**src/rtl/memory_access_stage_pkg.sv**
```systemverilog
// rtl/memory_access_stage_pkg.sv - Y86-64 constants and data-memory FSM encodings for the M stage
package memory_access_stage_pkg;

    // Instruction codes
    localparam logic [3:0] IHALT   = 4'h0;
    localparam logic [3:0] INOP    = 4'h1;
    localparam logic [3:0] IRRMOVQ = 4'h2;
    localparam logic [3:0] IIRMOVQ = 4'h3;
    localparam logic [3:0] IRMMOVQ = 4'h4;
    localparam logic [3:0] IMRMOVQ = 4'h5;
    localparam logic [3:0] IOPQ    = 4'h6;
    localparam logic [3:0] IJXX    = 4'h7;
    localparam logic [3:0] ICALL   = 4'h8;
    localparam logic [3:0] IRET    = 4'h9;
    localparam logic [3:0] IPUSHQ  = 4'hA;
    localparam logic [3:0] IPOPQ   = 4'hB;

    localparam logic [3:0] RNONE   = 4'hF;

    // Stage status codes
    localparam logic [2:0] SAOK = 3'd1;
    localparam logic [2:0] SHLT = 3'd2;
    localparam logic [2:0] SADR = 3'd3;
    localparam logic [2:0] SINS = 3'd4;

    typedef enum logic [1:0] {
        DMEM_IDLE = 2'd0,
        DMEM_REQ  = 2'd1,
        DMEM_DONE = 2'd2
    } dmem_state_e;

    // An 8-byte access is legal when addr + 8 <= mem_bytes; written as a
    // subtraction on the limit so a huge addr cannot wrap into range.
    function automatic logic addr_in_range(input logic [63:0] addr,
                                           input logic [63:0] mem_bytes);
        return (mem_bytes >= 64'd8) && (addr <= (mem_bytes - 64'd8));
    endfunction

endpackage

```
**src/rtl/memory_access_stage_dmem_access_fsm.sv**
```systemverilog
// rtl/memory_access_stage_dmem_access_fsm.sv - data-memory request FSM with request latch and response capture
//
// Ports:
//   clk_i, rst_n_i            clock, asynchronous active-low reset
//   start_i                   issue an access this cycle (only honoured in IDLE)
//   addr_i, we_i, wdata_i     access fields latched on start
//   advance_i                 M register loads; releases DONE
//   dmem_*                    registered request / response handshake
//   state_o                   current FSM state
//   valM_o, stat_o            captured response
import memory_access_stage_pkg::*;

module dmem_access_fsm (
    input  logic        clk_i,
    input  logic        rst_n_i,
    input  logic        start_i,
    input  logic [63:0] addr_i,
    input  logic        we_i,
    input  logic [63:0] wdata_i,
    input  logic        advance_i,
    output logic        dmem_req_o,
    output logic        dmem_we_o,
    output logic [63:0] dmem_addr_o,
    output logic [63:0] dmem_wdata_o,
    input  logic        dmem_ack_i,
    input  logic [63:0] dmem_rdata_i,
    input  logic        dmem_err_i,
    output dmem_state_e state_o,
    output logic [63:0] valM_o,
    output logic [2:0]  stat_o
);

    dmem_state_e state_q, state_d;
    logic [63:0] addr_q, wdata_q, valM_q;
    logic        we_q;
    logic [2:0]  stat_q;

    always_ff @(posedge clk_i or negedge rst_n_i) begin
        if (!rst_n_i) begin
            state_q <= DMEM_IDLE;
        end else begin
            state_q <= state_d;
        end
    end

    always_comb begin
        state_d = state_q;
        case (state_q)
            DMEM_IDLE: if (start_i)    state_d = DMEM_REQ;
            DMEM_REQ:  if (dmem_ack_i) state_d = DMEM_DONE;
            DMEM_DONE: if (advance_i)  state_d = DMEM_IDLE;
            default:                   state_d = DMEM_IDLE;
        endcase
    end

    // Request fields are only written in IDLE, so they stay stable for the
    // whole REQ phase; the response is only written on the ack in REQ, so
    // ack while idle or done is ignored.
    always_ff @(posedge clk_i or negedge rst_n_i) begin
        if (!rst_n_i) begin
            addr_q  <= '0;
            wdata_q <= '0;
            we_q    <= 1'b0;
            valM_q  <= '0;
            stat_q  <= SAOK;
        end else begin
            if (state_q == DMEM_IDLE && start_i) begin
                addr_q  <= addr_i;
                wdata_q <= wdata_i;
                we_q    <= we_i;
            end
            if (state_q == DMEM_REQ && dmem_ack_i) begin
                valM_q <= (dmem_err_i || we_q) ? 64'd0 : dmem_rdata_i;
                stat_q <= dmem_err_i ? SADR : SAOK;
            end
        end
    end

    assign dmem_req_o   = (state_q == DMEM_REQ);
    assign dmem_we_o    = we_q;
    assign dmem_addr_o  = addr_q;
    assign dmem_wdata_o = wdata_q;
    assign state_o      = state_q;
    assign valM_o       = valM_q;
    assign stat_o       = stat_q;

endmodule

```
**src/rtl/memory_access_stage.sv**
```systemverilog
// rtl/memory_access_stage.sv - Y86-64 M stage with multi-cycle req/ack data-memory port
//
// Ports:
//   clk_i, rst_n_i                         clock, asynchronous active-low reset
//   M_stat_i, M_icode_i, M_valE_i, M_valA_i  M pipeline register contents
//   m_advance_i                            M register loads at next edge
//   m_stat_o, m_valM_o                     result for the W register
//   m_stall_req_o                          stall F/D/E/M, bubble W
//   dmem_req_o/we_o/addr_o/wdata_o         registered memory request
//   dmem_ack_i/rdata_i/err_i               memory response
import memory_access_stage_pkg::*;

module memory_access_stage #(
    parameter int unsigned MEM_BYTES = 8192
) (
    input  logic        clk_i,
    input  logic        rst_n_i,
    input  logic [2:0]  M_stat_i,
    input  logic [3:0]  M_icode_i,
    input  logic [63:0] M_valE_i,
    input  logic [63:0] M_valA_i,
    input  logic        m_advance_i,
    output logic [2:0]  m_stat_o,
    output logic [63:0] m_valM_o,
    output logic        m_stall_req_o,
    output logic        dmem_req_o,
    output logic        dmem_we_o,
    output logic [63:0] dmem_addr_o,
    output logic [63:0] dmem_wdata_o,
    input  logic        dmem_ack_i,
    input  logic [63:0] dmem_rdata_i,
    input  logic        dmem_err_i
);

    logic        is_read, is_write, need, in_range, start;
    logic [63:0] addr;
    logic [63:0] fsm_valM;
    logic [2:0]  fsm_stat;
    dmem_state_e state;

    always_comb begin
        is_read  = (M_icode_i == IMRMOVQ) || (M_icode_i == IPOPQ) || (M_icode_i == IRET);
        is_write = (M_icode_i == IRMMOVQ) || (M_icode_i == IPUSHQ) || (M_icode_i == ICALL);
        // popq and ret read through the stack pointer carried in valA
        addr     = ((M_icode_i == IPOPQ) || (M_icode_i == IRET)) ? M_valA_i : M_valE_i;
        need     = (M_stat_i == SAOK) && (is_read || is_write);
        in_range = addr_in_range(addr, 64'(MEM_BYTES));
        start    = need && in_range && (state == DMEM_IDLE);
    end

    dmem_access_fsm u_fsm (
        .clk_i        (clk_i),
        .rst_n_i      (rst_n_i),
        .start_i      (start),
        .addr_i       (addr),
        .we_i         (is_write),
        .wdata_i      (M_valA_i),
        .advance_i    (m_advance_i),
        .dmem_req_o   (dmem_req_o),
        .dmem_we_o    (dmem_we_o),
        .dmem_addr_o  (dmem_addr_o),
        .dmem_wdata_o (dmem_wdata_o),
        .dmem_ack_i   (dmem_ack_i),
        .dmem_rdata_i (dmem_rdata_i),
        .dmem_err_i   (dmem_err_i),
        .state_o      (state),
        .valM_o       (fsm_valM),
        .stat_o       (fsm_stat)
    );

    // Reset gates the combinational outputs too, so every output shows its
    // reset value while rst_n_i is low regardless of what M still holds.
    always_comb begin
        m_stat_o      = M_stat_i;
        m_valM_o      = 64'd0;
        m_stall_req_o = 1'b0;
        if (!rst_n_i) begin
            m_stat_o = SAOK;
        end else begin
            case (state)
                DMEM_IDLE: begin
                    m_stall_req_o = need && in_range;
                    if (need && !in_range) m_stat_o = SADR;
                end
                DMEM_REQ:  m_stall_req_o = 1'b1;
                DMEM_DONE: begin
                    m_stat_o = fsm_stat;
                    m_valM_o = fsm_valM;
                end
                default: ;
            endcase
        end
    end

endmodule

```
**config.mk**
```make
export PLATFORM = sky130hd
export DESIGN_NAME = memory_access_stage
export DESIGN_NICKNAME = d
export VERILOG_FILES = /design/src/rtl/memory_access_stage_pkg.sv /design/src/rtl/memory_access_stage_dmem_access_fsm.sv /design/src/rtl/memory_access_stage.sv
export SDC_FILE = /design/constraint.sdc
export NUM_CORES = 1
export LEC_CHECK = 0
export BUFFER_PORTS_ARGS = -buffer_cell sky130_fd_sc_hd__buf_2
export CAP_MARGIN = 20
export CORE_AREA = 5 5 155 157
export CTS_BUF_LIST = sky130_fd_sc_hd__clkbuf_4 sky130_fd_sc_hd__clkbuf_8
export DETAILED_ROUTE_END_ITERATION = 8
export DIE_AREA = 0 0 160 162
export GPL_ROUTABILITY_DRIVEN = 0
export PLACE_DENSITY = 0.67
export REMOVE_ABC_BUFFERS = 1
export SETUP_SLACK_MARGIN = 0.5
export SYNTH_ARGS = -nofsm -noshare
export SYNTH_HDL_FRONTEND = slang
export SYNTH_SLANG_ARGS = --single-unit
```
**constraint.sdc**
```tcl
create_clock -name clk_i -period 3.6 [get_ports clk_i]
set_input_delay 0.72 -clock clk_i [delete_from_list [all_inputs] [get_ports clk_i]]
set_output_delay 0.72 -clock clk_i [all_outputs]
set_load 0.1 [all_outputs]
```
# Word level (Yosys, flattened, before mapping)
# Cells that the tools add are included.
[totals] input_bits=204 register_bits=198 elab_cells=49
[op_classes] mux=14 order_cmp=1 eq_ne=12 n_reduce_logical=16
[op_table] operator="2-to-1 mux 64 bit" n=4
[op_table] operator="<= comparator 64 x 13 -> 1 bit, second input constant" n=1
[op_table] operator="== test 4 bit, second input constant" n=4
[op_table] operator="== test 4 x 3 -> 1 bit, second input constant" n=2
[op_table] operator="2-to-1 mux 2 bit" n=4
[op_table] operator="logical OR 1 bit" n=7
[op_table] operator="logical AND 1 bit" n=6
[op_table] operator="2-to-1 mux 3 bit" n=2
[op_table] operator="one-hot mux 2 bit (3 select lines)" n=1
[op_table] operator="one-hot mux 3 bit (2 select lines)" n=1
[op_table] operator="!= test 2 x 1 -> 1 bit, second input constant" n=2
[op_table] operator="== test 3 x 1 -> 1 bit, second input constant" n=1
[op_table] operator="AND reduction 3 bit" n=1
[op_table] operator="== test 2 x 1 -> 1 bit, second input constant" n=1
[op_table] operator="== test 2 bit, second input constant" n=1
[op_table] operator="logical NOT 2 bit" n=1
[op_table] operator="!= test 2 bit, second input constant" n=1
[op_table] operator="one-hot mux 1 bit (2 select lines)" n=1
[op_table] operator="logical NOT 1 bit" n=1
[op_table] operator="2-to-1 mux 1 bit" n=1

# Logic depth before layout (Yosys ltp)
# Gate-level depths: netlist (run 1).
[depth] depth_word=9 mapped_depth=8

# Hierarchy
# Synthesis (run 1) repeated with hierarchy kept, for this count alone.
[unflattened] hier_cells=851 hier_area_um2=9556.7
[modules_own_cells] mod="dmem_access_fsm" cells_each=500 seq_area_each_um2=4904.7 instances=1 area_per_inst_um2=7860.0
[modules_own_cells] mod="memory_access_stage" cells_each=351 seq_area_each_um2=0.0 instances=1 area_per_inst_um2=1696.6

# Worst setup path after synthesis (run 1)
# OpenSTA, ideal clock, no wires.
[synth_path] kind="input to output" startpoint="input port M_valE_i[13]" endpoint="output port m_stall_req_o" setup_slack_ps=-1648 required_time_ps=2880 cell_stages=5 arrival_time_ps=4528 path_cell_list="nor4_1 -> nand4_1 -> o22ai_2 -> o211ai_1 -> o41ai_1"
[synth_via] elab_chain_len=5
[synth_rtl] element="from (decl)" line="memory_access_stage.sv:20" source="input logic [63:0] M_valE_i,"
[synth_rtl] element="2-to-1 mux 64 bit" line="memory_access_stage.sv:45" source="addr = ((M_icode_i == IPOPQ) || (M_icode_i == IRET)) ? M_valA_i : M_valE_i;"
[synth_rtl] element="<= comparator 64 x 13 -> 1 bit" line="memory_access_stage_pkg.sv:36" source="return (mem_bytes >= 64'd8) && (addr <= (mem_bytes - 64'd8));"
[synth_rtl] element="logical AND 1 bit" line="memory_access_stage.sv:82" source="m_stall_req_o = need && in_range;"
[synth_rtl] element="one-hot mux 1 bit (2 select lines)" line="memory_access_stage.sv:80" source="case (state)"
[synth_rtl] element="2-to-1 mux 1 bit" line="memory_access_stage.sv:77" source="if (!rst_n_i) begin"
[synth_rtl] element="to (decl)" line="memory_access_stage.sv:25" source="output logic m_stall_req_o,"
# Every way passes these cells.

# Final worst setup path (run 1)
[layout_path] startpoint="input port M_valA_i[51]" endpoint="output port m_stall_req_o"
[layout_via] elab_chain_len=5
[layout_rtl] element="from (decl)" line="memory_access_stage.sv:21" source="input logic [63:0] M_valA_i,"
[layout_rtl] element="2-to-1 mux 64 bit" line="memory_access_stage.sv:45"
[layout_rtl] element="<= comparator 64 x 13 -> 1 bit" line="memory_access_stage_pkg.sv:36"
[layout_rtl] element="logical AND 1 bit" line="memory_access_stage.sv:82"
[layout_rtl] element="one-hot mux 1 bit (2 select lines)" line="memory_access_stage.sv:80"
[layout_rtl] element="2-to-1 mux 1 bit" line="memory_access_stage.sv:77"
# Every way passes these cells.

==> results.md, run 1 <==
Run status:
- The run finished with clean final reports.

Setup path:
- The gate family responsible for the most delay along the worst path is compound AO/OA/AOI/OAI gates.
- In this run the critical register-to-register path is captured at u_fsm.valM_o[42].
- The number of cell instances on the worst register-to-register path is 5.
- The critical path is of the input port to output port type.
- The critical path goes through buf_6, nor4_4, buf_4, nand4_1, o22ai_2, o211ai_1, o41ai_1, buf_4, buf_12.
- In this run the number of cells on the critical path is 9.
- For the worst setup path, the data required time is 2.88 ns.
- The critical path buffer and inverter count is 4.
- In this run the worst path has a maximum fanout of 2.
- The worst register-to-register path begins at u_fsm.state_o[1].
- The largest individual stage delay along the critical path comes from the cell o41ai_1.
- For flop-to-flop paths, the worst setup slack is 1.57 ns.
- For the worst setup path, the data arrival time is 2.50 ns.
- The cell repeated most along the worst path is buf_4.
- STA classifies the critical path endpoint as an output port.
- The longest individual stage delay on the worst path is 0.36 ns.
- STA classifies the critical path startpoint as an input port.

Die:
- The total area inside the core boundary comes to 22400 sq um.
- The die area is 25900 sq um.
- For this configuration, the core starts out at a cell density of 37.2%.
- The die width is 160 microns.
- The number of placement rows is 55.
- The floorplan step set the die height to 162 microns.
- 402 I/O pins were placed.

Routing:
- The number of search-and-repair iterations in the first detailed-routing pass is 4.
- For this block, the routed nets add up to 25800 microns of wire.
- Wire segments on met2 add up to 12600 microns in the final route.
- In this run, the number of DRC markers left after iteration 0 of detailed routing was 372.
- The routed design uses 2030 microns of met3 wire.
- For this block, wires on met1 add up to 10500 microns.
- The number of vias after detailed routing is 6807.
- The final antenna-violating net count is 0.
- After detailed routing, the number of remaining DRC violations is 0.
- The average wire length per cell after detail routing is 17.9 microns.
- The mean number of vias per cell is 4.74.
- In this run the top signal layer used is met5.

Pwr:
- The analysis attributes to cell leakage a power of 6.57 nW.
- The power density relative to cell area is 320 nW/um^2.
- Across the VDD grid, the largest voltage drop is 0.199 mV.

Logic synthesis:
- The synthesized netlist devotes 20.7% of its cell area to simple gates.
- Averaged over all synthesized cells, the footprint is 11.3 sq um.
- The Yosys step of the flow raised 0 warnings.
- After Yosys synthesis, XOR and XNOR cells account for 0% of the synthesized area.
- The biggest area consumer among synthesized cells is dfrtp_1.
- The portion of netlist area occupied by mux cells is 13.0%.
- In this run the biggest area consumer among cell types represents 59.0% of the synthesized area.
- For this run, the register share of the synthesized area comes to 59.0%.
- The adder and majority gate portion of the synthesized area is 0%.
- The number of synthesized register bits is 196.
- The largest family of logic cells by synthesized area is simple AND/OR/NAND/NOR gates.
- The unique cell type count in the Yosys netlist is 30.
- After synthesis, the cell types taking the most area are dfrtp_1 (59%), and2_1 (8.7%), mux2_4 (8.5%).
- The number of instances in the synthesized netlist is 739.
- Summing the areas of all compound-gate instances in the mapped netlist gives 4.71% of the synthesized area.
- The area of the mapped netlist is 8320 sq um.

Layout:
- The finished layout holds 1437 standard cells, fillers aside.
- The net count of the finished layout is 1343.
- The layout cell share with drive strength beyond 1 is 48.1%.
- Compared with the post-synthesis result, the final layout area differs by 48.0%.
- In the layout the commonest cells are buf_2 (327), dfrtp_1 (196), nand2_1 (170).
- Leaving out fill and tap cells, the most frequent cell in the layout is buf_2.
- 0 antenna diodes ended up in the layout.
- The count of filler cells inserted in the layout is 1937.

STA:
- The smallest clock period supported by the final layout is computed as 3.22 ns.
- Setup violations remaining at the end of the flow were counted as 0.
- The final critical-path setup slack is 0.382 ns.
- The actual slew at the worst max-slew pin is 0.888 ns.
- The max-slew violation count was 0.
- The final worst-path cycle share is 89.4%.
- The aggregate negative setup slack is 0 ns.
- Setup repair after global routing could not meet its margin everywhere.
- The worst relative slew slack is 40.8%.
- The clock tree skew after final layout is 0.0227 ns.
- Based on the critical path, the design can be clocked at up to 311 MHz.
- The count of endpoints failing hold in the final timing report is 0.

Placement:
- Once detailed placement completed, the half-perimeter wirelength came to 20300 microns.
- Before CTS, the worst setup slack after placement is 0.181 ns.
- The placed instance count is 1399.
- Buffers placed on the I/O ports in this run total 401.

GRT:
- The first global-routing pass estimated 40400 microns of wire.
- The final global-route overflow total is 0.
- Entering global routing, the biggest net connects 98 pins.
- For this run, the total global-route usage over all layers was measured as 19.7%.
- The initial antenna violation count is 1.
- The via count of the first global-routing pass is 7153.

CTS:
- The number of clock sinks is 196.
- The buffer depth of the longest clock path is 2.
- The clock tree from TritonCTS is done.
- The clock-pin slew on the worst setup and hold paths is 0.12 ns.
- The number of clock buffers added by TritonCTS is 17.
- The library cell used as clock root buffer is clkbuf_8.
- The H-tree generated during clock tree synthesis spans 4 levels.
- At the later pin of the worst-skew pair, clock insertion delay measures 0.47 ns.

Min path:
- The path class of the tightest hold or removal check is input port to async pin.

Run:
- The count of maximum capacitance violations is 0.
## worst reg2reg max path, cell delays in order, from the launching register on
cell	delay (ns)
dfrtp_1	0.46
nand2b_1	0.15
inv_1	0.08
nand2_4	0.59
buf_4	0.48
o21ai_0	0.16
## layout make-up
type	count	area, sq um	area share [%]
Clock buffer	17	234	1.90
Clock inverter	15	200	1.63
Inverter	3	11.3	0.0915
Multi-Input combinational cell	497	3350	27.2
Sequential cell	196	4900	39.8
Tap cell	285	357	2.90
Timing Repair Buffer	424	3260	26.4
## kinds of logic after synthesis
family / after synthesis
buffers and inverters: 46
DFF: 196
and+or+nand+nor: 343
muxes: 81
AOI/OAI and AO/OA: 73
## timing repair
action / 4_1_cts / 5_1_grt
setup buffers: 4 / 2
hold buffers: 0 / 0
setup endpoints to repair: 2 / 2
pin swaps: 9 / 7
gates resized for setup: 21 / 9
## how the worst max path moves through the flow
stage	start	to	slack (ns)
after floorplan	M_icode_i[2]	u_fsm.dmem_wdata_o[10]	-5.00
after global placement	M_valA_i[40]	m_stall_req_o	0.15
after detailed placement	M_valA_i[27]	m_stall_req_o	0.18
after CTS	M_valA_i[34]	m_stall_req_o	0.33
after global routing	M_valA_i[51]	m_stall_req_o	0.29
final	M_valA_i[51]	m_stall_req_o	0.38
## synth_stat cells
library cell,count
dfrtp_1,196
nand2_1,171
and2_1,115
o21ai_0,66
mux2_4,47
clkbuf_1,33
mux2_2,31
nor4_1,26
nand4_1,10
buf_2,5
buf_6,5
nor2_1,5
nor3_1,4
inv_1,3
mux2i_1,3
nand2b_1,2
nand3b_1,2
nor3_2,2
o211ai_1,2
a31o_2,1
and3_1,1
and3b_1,1
nand3_1,1
nand3b_2,1
nor2b_1,1
nor3b_1,1
o2111ai_1,1
o21bai_1,1
o22ai_2,1
o41ai_1,1
## report_power, final
group          switching [mW]  internal (mW)
registers            0.000291           2.20
logic                   0.141          0.110
clock network           0.939          0.550
## flip-flops by register name, indices dropped and copies added, names as in the netlist
register,flops
u_fsm.stat_o,1
u_fsm.valM_o,64
u_fsm.dmem_wdata_o,64
u_fsm.dmem_we_o,1
u_fsm.dmem_addr_o,64
u_fsm.state_o,2
## metrics by stage
step                total power, mW  hold slack [ns]  utilization, %  area (sq um)
floorplan                      2.29            0.424               -          8110
global placement               2.47            0.453            52.1         11700
detailed placement             2.48            0.462            52.1         11700
CTS                            3.98           0.0146            54.7         12200
global route                   4.11           0.0148            55.0         12300
finish                         3.94           0.0572            55.0         12300
## routing by layer
metal	global-route usage [%]	vias to the layer above
met5	0	-
met3	5.86	33
met2	32.5	281
met4	7.08	2
li1	-	3262
met1	24.7	3229
Note: power is estimated with default switching activity, not from simulation.
==> inputs of run 2 (changes only) <==
==> constraint.sdc (replaced) <==
create_clock -name clk_i -period 3.6 [get_ports clk_i]
set_input_delay 0.72 -clock clk_i [delete_from_list [all_inputs] [get_ports clk_i]]
set_output_delay 0.72 -clock clk_i [all_outputs]
set_load 0.01 [all_outputs]
==> run 2 against run 1 <==
  * Non-clock buffer count down 6
  * Worst hold slack better by 0.060 ns
  * Register-to-register slack worse by 0.15 ns
  * Via count down 0.81%
  * First-iteration DRC count up 42%
  * Sequential share of layout area up 4.0 points
  * Setup slack better by 0.21 ns
  * Total power down 0.49%
  * Clock-buffer cell count unchanged
  * Critical path depth down 2
  * Cell area down 9.1%
  * Largest cell class unchanged
==> results.md, run 2 (synthesized netlist as in run 1, its figures left out) <==
Pwr:
- In this run the static leakage power is 6.35 nW.
- Per report_power, the combinational group accounts for 5.8% of the total.
- Power spread over the standard cell area amounts to 351 nW/um^2.
- In this run, flip-flops and latches consume 56.1% of the power.
- The internal power of the cells is 2.85 mW.
- Net switching is 27.3% of the power.
- The worst-case IR drop observed on VDD is 0.254 mV.
- In this run the power spent charging and discharging nets is 1.07 mW.
- The clock group share of total power is 38.1%.
- The power after layout is 3.92 mW.

CTS:
- TritonCTS built the clock tree.
- Counting every sink on the clock net gives 196.
- Buffers inserted during clock tree synthesis total 17.
- The clock tree synthesis step divided the H-tree into 4 levels.
- The clock-pin slew on the worst setup and hold paths is 0.13 ns.
- No sink is reached through more buffers than the 2 on the longest clock path.
- The library cell used as clock root buffer is clkbuf_8.
- The number of buffers inserted by hold repair at cts is 0.
- The later-pin clock latency in the skew report is 0.47 ns.

STA:
- Setup repair after global routing could not meet its margin everywhere.
- Setup violations remaining at the end of the flow were counted as 0.
- The final critical-path setup slack is 0.595 ns.
- The worst relative slew slack is 41.5%.
- The actual slew at the worst max-slew pin is 0.877 ns.
- The aggregate negative setup slack is 0 ns.
- The clock tree skew after final layout is 0.0205 ns.
- The final critical delay including setup and external delays is 3.00 ns.
- The final worst-path cycle share is 83.5%.
- The count of endpoints failing hold in the final timing report was 0.
- Derived from the worst setup path, the maximum achievable clock frequency is 333 MHz.
- The max-slew violation count is 0.
- The tightest hold margin is 0.117 ns.

Routing:
- In the routed layout, each cell is associated on average with a via count of 4.72.
- The number of search-and-repair iterations in the first detailed-routing pass is 5.
- The overall routed net length is 25100 microns.
- After the first detailed-routing iteration, the DRC count stood at 527.
- The detailed router placed 6752 vias in this run.
- Dividing the detail-routed wire length by the instance count gives 17.6 microns.
- The final routed DRC violation total is 0.
- The final antenna-violating net count is 0.

Layout:
- At the end of the flow the core is filled with cells to 50.0%.
- Excluding fillers, the count of instances in the completed layout stands at 1431.
- The final layout net count is 1337.
- The most common cell after layout, fill and taps aside is buf_2.
- Leaving out fill and tap cells, the most frequent cells in the layout are buf_2 (400), dfrtp_1 (196), nand2_1 (170).
- The total inserted antenna cells is 0.
- The count of filler cells inserted in the layout is 2085.
- Compared with the post-synthesis result, the final layout area differs by 34.5%.
- After routing the design area is 11200 sq um.
- The layout cell share with drive strength beyond 1 is 47.4%.

GRT:
- The final global-route overflow total is 0.
- The initial antenna violation count was 0.
- The via count of the first global-routing pass was 6966.
- The global-route wire length before repair is 39100 microns.
- Entering global routing, the biggest net connects 104 pins.
- The overall track demand over capacity in global routing is 19.0%.

Setup path:
- Traced cell by cell, the critical path runs through buf_2, nor4_2, nand4_1, mux2i_2, o211ai_1, o41ai_2, buf_2.
- The longest individual stage delay on the worst path is 0.29 ns.
- The cell that appears most often on the critical path is buf_2.
- The kind of end point of the critical path is an output port.
- For this design, the slowest cell found on the critical path is nor4_2.
- The gate family responsible for the most delay along the worst path is simple AND/OR/NAND/NOR gates.
- Data arrives at the worst endpoint at 2.28 ns.
- The worst setup path is launched from an input port.
- The critical path data required time is 2.88 ns.
- The biggest fanout along the worst timing path is 2.
- The critical path in this run is classified as input port to output port.
- The critical path buffer and inverter count is 2.

Run status:
- The run finished with clean final reports.

Placement:
- The post-place setup slack is 0.271 ns.
- The placed instances occupy a cell area of 10700 sq um.
- The total of buffers placed on input and output ports is 401.
- The post-detailed-placement half-perimeter wirelength is 19600 microns.
- In this run, placement finished with an instance count of 1397.

Die:
- The die area is 25900 sq um.
- The die height is 162 microns.
- The die width is 160 microns.
- The initial standard-cell utilization of the core is 37.2%.
- In this run the count of I/O pins placed on the die edge is 402.
- The number of placement rows is 55.
- The area inside the core boundary is 22400 sq um.

Run:
- The count of maximum capacitance violations is 0.

Min path:
- The type of the most critical hold path is input port to async pin.
-- run 2: cell count changes in the layout (fill, tap and decap cells not counted), moves of 3 or more --
cell,change
nor4_1,+6
buf_4,-7
buf_2,+73
buf_6,-7
buf_12,-65
nor4_4,-3
nor4_2,-3
-- run 2: final cells by class --
| type | count | area [sq um] | share of cell area [%] |
|---|---|---|---|
| Clock inverter | 15 | 201 | 1.80 |
| Multi-Input combinational cell | 497 | 3280 | 29.3 |
| Timing Repair Buffer | 418 | 2200 | 19.7 |
| Clock buffer | 17 | 234 | 2.09 |
| Sequential cell | 196 | 4900 | 43.9 |
| Inverter | 3 | 11.3 | 0.101 |
| Tap cell | 285 | 357 | 3.19 |
-- run 2: timing repair --
item | in CTS | in global routing
resized for setup | 3 | 4
pin swaps | 3 | 3
setup buffers | 1 | 0
endpoints found under the hold margin | 0 | 0
endpoints found under the setup margin | 2 | 2
-- run 2: layer usage --
metal	global-route usage (%)	share of wire, %
met2	31.6	49
met5	0	0
met3	5.66	8.1
met1	23.9	41
met4	6.18	1.8
-- run 2: worst register-to-register path: stages, from the launching register on --
cell	delay, ns
dfrtp_1	0.48
nor3_2	0.35
o2111ai_4	0.43
buf_12	0.33
buf_4	0.20
mux2_4	0.30
-- run 2: worst paths after layout --
path / depth (start not counted) / slack [ns] / end / from
max in group asynchronous: 3 / 2.04 / u_fsm.dmem_wdata_o[16] / rst_n_i
min: 1 / 0.12 / u_fsm.valM_o[19] / rst_n_i
min reg2reg: 2 / 0.48 / u_fsm.valM_o[48] / u_fsm.valM_o[48]
max: 7 / 0.60 / m_stall_req_o / M_valA_i[40]
max reg2reg: 5 / 1.42 / u_fsm.dmem_wdata_o[41] / u_fsm.state_o[1]
min in group clk_i: 2 / 0.47 / u_fsm.state_o[1] / m_advance_i
-- run 2: power groups by stage --
stage          Combinational (mW)  Clock [mW]  Sequential [mW]
6_report                    0.227        1.49             2.20
5_1_grt                     0.255        1.64             2.20
4_1_cts                     0.225        1.55             2.20
3_5_place_dp                0.223           0             2.24
3_3_place_gp                0.221           0             2.24
2_1_floorplan              0.0294           0             2.24
==> inputs of run 3 (changes only) <==
==> constraint.sdc (replaced) <==
create_clock -name clk_i -period 3.1 [get_ports clk_i]
set_input_delay 0.62 -clock clk_i [delete_from_list [all_inputs] [get_ports clk_i]]
set_output_delay 0.62 -clock clk_i [all_outputs]
set_load 0.01 [all_outputs]
==> run 3 against run 2 <==
  * Non-clock buffer count grew 4
  * Total power up 17%
  * Sequential share of layout area shrank 0.58 points
  * Clock skew increased by 0.0030 ns
  * Core utilization up 0.68 points
  * Via count increased by 1.5%
  * Cell area is 1.4% higher
==> results.md, run 3 (synthesized netlist as in run 1, its figures left out) <==
STA:
- For the final database, setup skew stands at 0.0235 ns.
- In the finished design, the share of the clock period the worst path needs comes to 92.6%.
- The actual slew at the worst max-slew pin is 0.785 ns.
- The worst relative slew slack is 47.7%.
- Setup repair after global routing could not meet its margin everywhere.
- The final critical delay including setup and external delays is 2.87 ns.
- Setup violations remaining at the end of the flow were counted as 0.
- Setup total negative slack on the finished layout was measured at 0 ns.
- The count of endpoints failing hold in the final timing report is 0.
- The maximum frequency from static timing analysis is 348 MHz.
- The max-slew violation count is 0.

Die:
- The die area is 25900 sq um.
- In this run the horizontal extent of the chip is 160 microns.
- The initial standard-cell utilization of the core is 37.2%.
- The count of pins on the block boundary is 402.
- The die height is 162 microns.
- The area inside the core boundary is 22400 sq um.
- The number of placement rows is 55.

Pwr:
- Sequential cells account for 55.5% of the total power.
- The share of total power consumed by net switching is 26.5%.
- Per report_power, the clock group accounts for 38.5% of the total.
- Across the VDD grid, the largest voltage drop is 0.273 mV.
- In this run, the combinational gates consume 6.0% of the power.
- Summed over all nets, the switching power comes to 1.22 mW.
- Internal power comes to 3.39 mW.
- The power density relative to cell area is 406 nW/um^2.
- The leakage dissipation is 6.39 nW.

Routing:
- The detailed router finished its first iteration with 507 violations.
- In this run the remaining antenna-violating nets after routing total 0.
- The number of search-and-repair iterations in the first detailed-routing pass is 7.
- The final routed DRC violation total is 0.
- The number of vias after detailed routing is 6850.
- The routed design has 25400 microns of wire.
- The average wire length per cell after detail routing is 17.7 microns.
- The mean number of vias per cell is 4.77.

Placement:
- The post-placement cell area is 10700 sq um.
- The post-detailed-placement half-perimeter wirelength is 19100 microns.
- During placement, the flow inserted port buffers numbering 401.

Layout:
- The layout cell share with drive strength beyond 1 is 47.6%.
- The library cells used most frequently in the layout, excluding fill and tap cells, are buf_2 (392), dfrtp_1 (195), nand2_1 (170).
- The final layout net count is 1341.
- The area growth from synthesis to layout is 36.3%.
- Once layout is done, the placed cells without fillers occupy 11300 sq um.
- The most common cell after layout, fill and taps aside is buf_2.

GRT:
- The initial antenna violation count is 3.
- Global routing finished with a remaining overflow of 0.
- The maximum number of pins on one net before global-route repair is 136.
- The via count of the first global-routing pass is 7069.
- Global routing consumed, over all layers together, 19.3% of the routing resources.
- The first global-routing pass estimated 39700 microns of wire.

CTS:
- The clock tree from TritonCTS is done.
- The buffer depth of the longest clock path is 2.
- CTS saw 196 sinks.
- The later pin in the worst-skew pair is clocked with a latency of 0.47 ns.
- The H-tree was split into 4 levels.
- The library cell used as clock root buffer is clkbuf_8.
- The number of buffers added by the clock tree synthesis step is 17.
- After clock tree synthesis, the clock-pin slew on the worst setup and hold paths is 0.10 ns.

Run status:
- The run finished with clean final reports.

Min path:
- The tightest min-delay check is of the input port to async pin type.

Setup path:
- The critical path data required time is 2.48 ns.
- The critical path is of the input port to output port type.
- Of all nets on the critical path, the largest fanout is 2.
- The nature of the critical path startpoint is an input port.
- STA classifies the critical path endpoint as an output port.
- The signal arrival time at the worst endpoint is 2.25 ns.

Run:
- The count of maximum capacitance violations is 0.
-- run 3: changes by cell type in the layout (fill, tap and decap cells not counted), sizes merged --
cell	delta
bufinv	+1
bufbuf	+1
dlygate4sd3	+1
buf	+2
clkinvlp	+2
diode	+1
clkinv	-1
inv	-2
-- run 3: critical path: stages --
cell and delay, ns:
buf_8 0.10, nor4_4 0.26, nand4_1 0.23, mux2i_1 0.24, buf_4 0.15, o211ai_1 0.13
o41ai_1 0.31, buf_2 0.20
-- run 3: stage by stage --
step / util, % / std cells / power [mW] / worst slack [ns] / hold WS, ns
detailed placement: 47.8 / 1397 / 2.87 / 0.100 / 0.462
global placement: 47.8 / 1397 / 2.87 / 0.0898 / 0.454
CTS: 50.4 / 1433 / 4.67 / 0.178 / 0.333
floorplan: - / 696 / 2.64 / -5.40 / 0.324
global route: 50.7 / 1436 / 4.82 / 0.111 / 0.315
finish: 50.7 / 1436 / 4.61 / 0.230 / 0.327
-- run 3: layout make-up --
cell class              instances  area [sq um]
flip-flops and latches        196          4910
clock buffers                  17           234
well taps                     285           357
fillers                      2059         11000
inverters                       3          11.3
diodes                          1          2.50
repair buffers                422          2310
multi-input cells             497          3300
clock inverters                15           215
-- run 3: worst paths after layout --
kind / startpoint / endpoint / slack (ns) / cells past startpoint
worst min register to register: u_fsm.valM_o[18] / u_fsm.valM_o[18] / 0.48 / 2
worst max register to register: u_fsm.state_o[0] / u_fsm.dmem_wdata_o[51] / 1.23 / 5
max in group asynchronous: rst_n_i / u_fsm.dmem_wdata_o[43] / 1.55 / 3
worst min-delay path: rst_n_i / u_fsm.valM_o[54] / 0.33 / 2
min in group clk_i: M_valA_i[58] / u_fsm.dmem_wdata_o[58] / 0.37 / 2
worst max-delay path: M_valA_i[15] / m_stall_req_o / 0.23 / 8
-- run 3: metal layers --
metal	global-route usage, %	routed length [microns]	vias up
li1	-	-	3247
met1	24.7	10500	3256
met2	30.9	12100	305
met3	6.34	2120	38
met4	6.73	618	4
met5	0	27	-
-- run 3: power by group through the flow --
stage | registers (mW) | logic, mW | clock network [mW]
CTS | 2.56 | 0.274 | 1.84
global route | 2.56 | 0.307 | 1.95
detailed placement | 2.61 | 0.260 | 0
floorplan | 2.61 | 0.0341 | 0
finish | 2.56 | 0.274 | 1.78
global placement | 2.61 | 0.260 | 0
-- run 3: what timing repair did --
action                                 4_1_cts  5_1_grt
hold buffers                                 1        0
setup endpoints to repair                    3       35
endpoints found under the hold margin       15        0
resized for setup                           15       11
gates cloned                                 1        0
setup buffers                                2        2
pin swaps                                    5        7
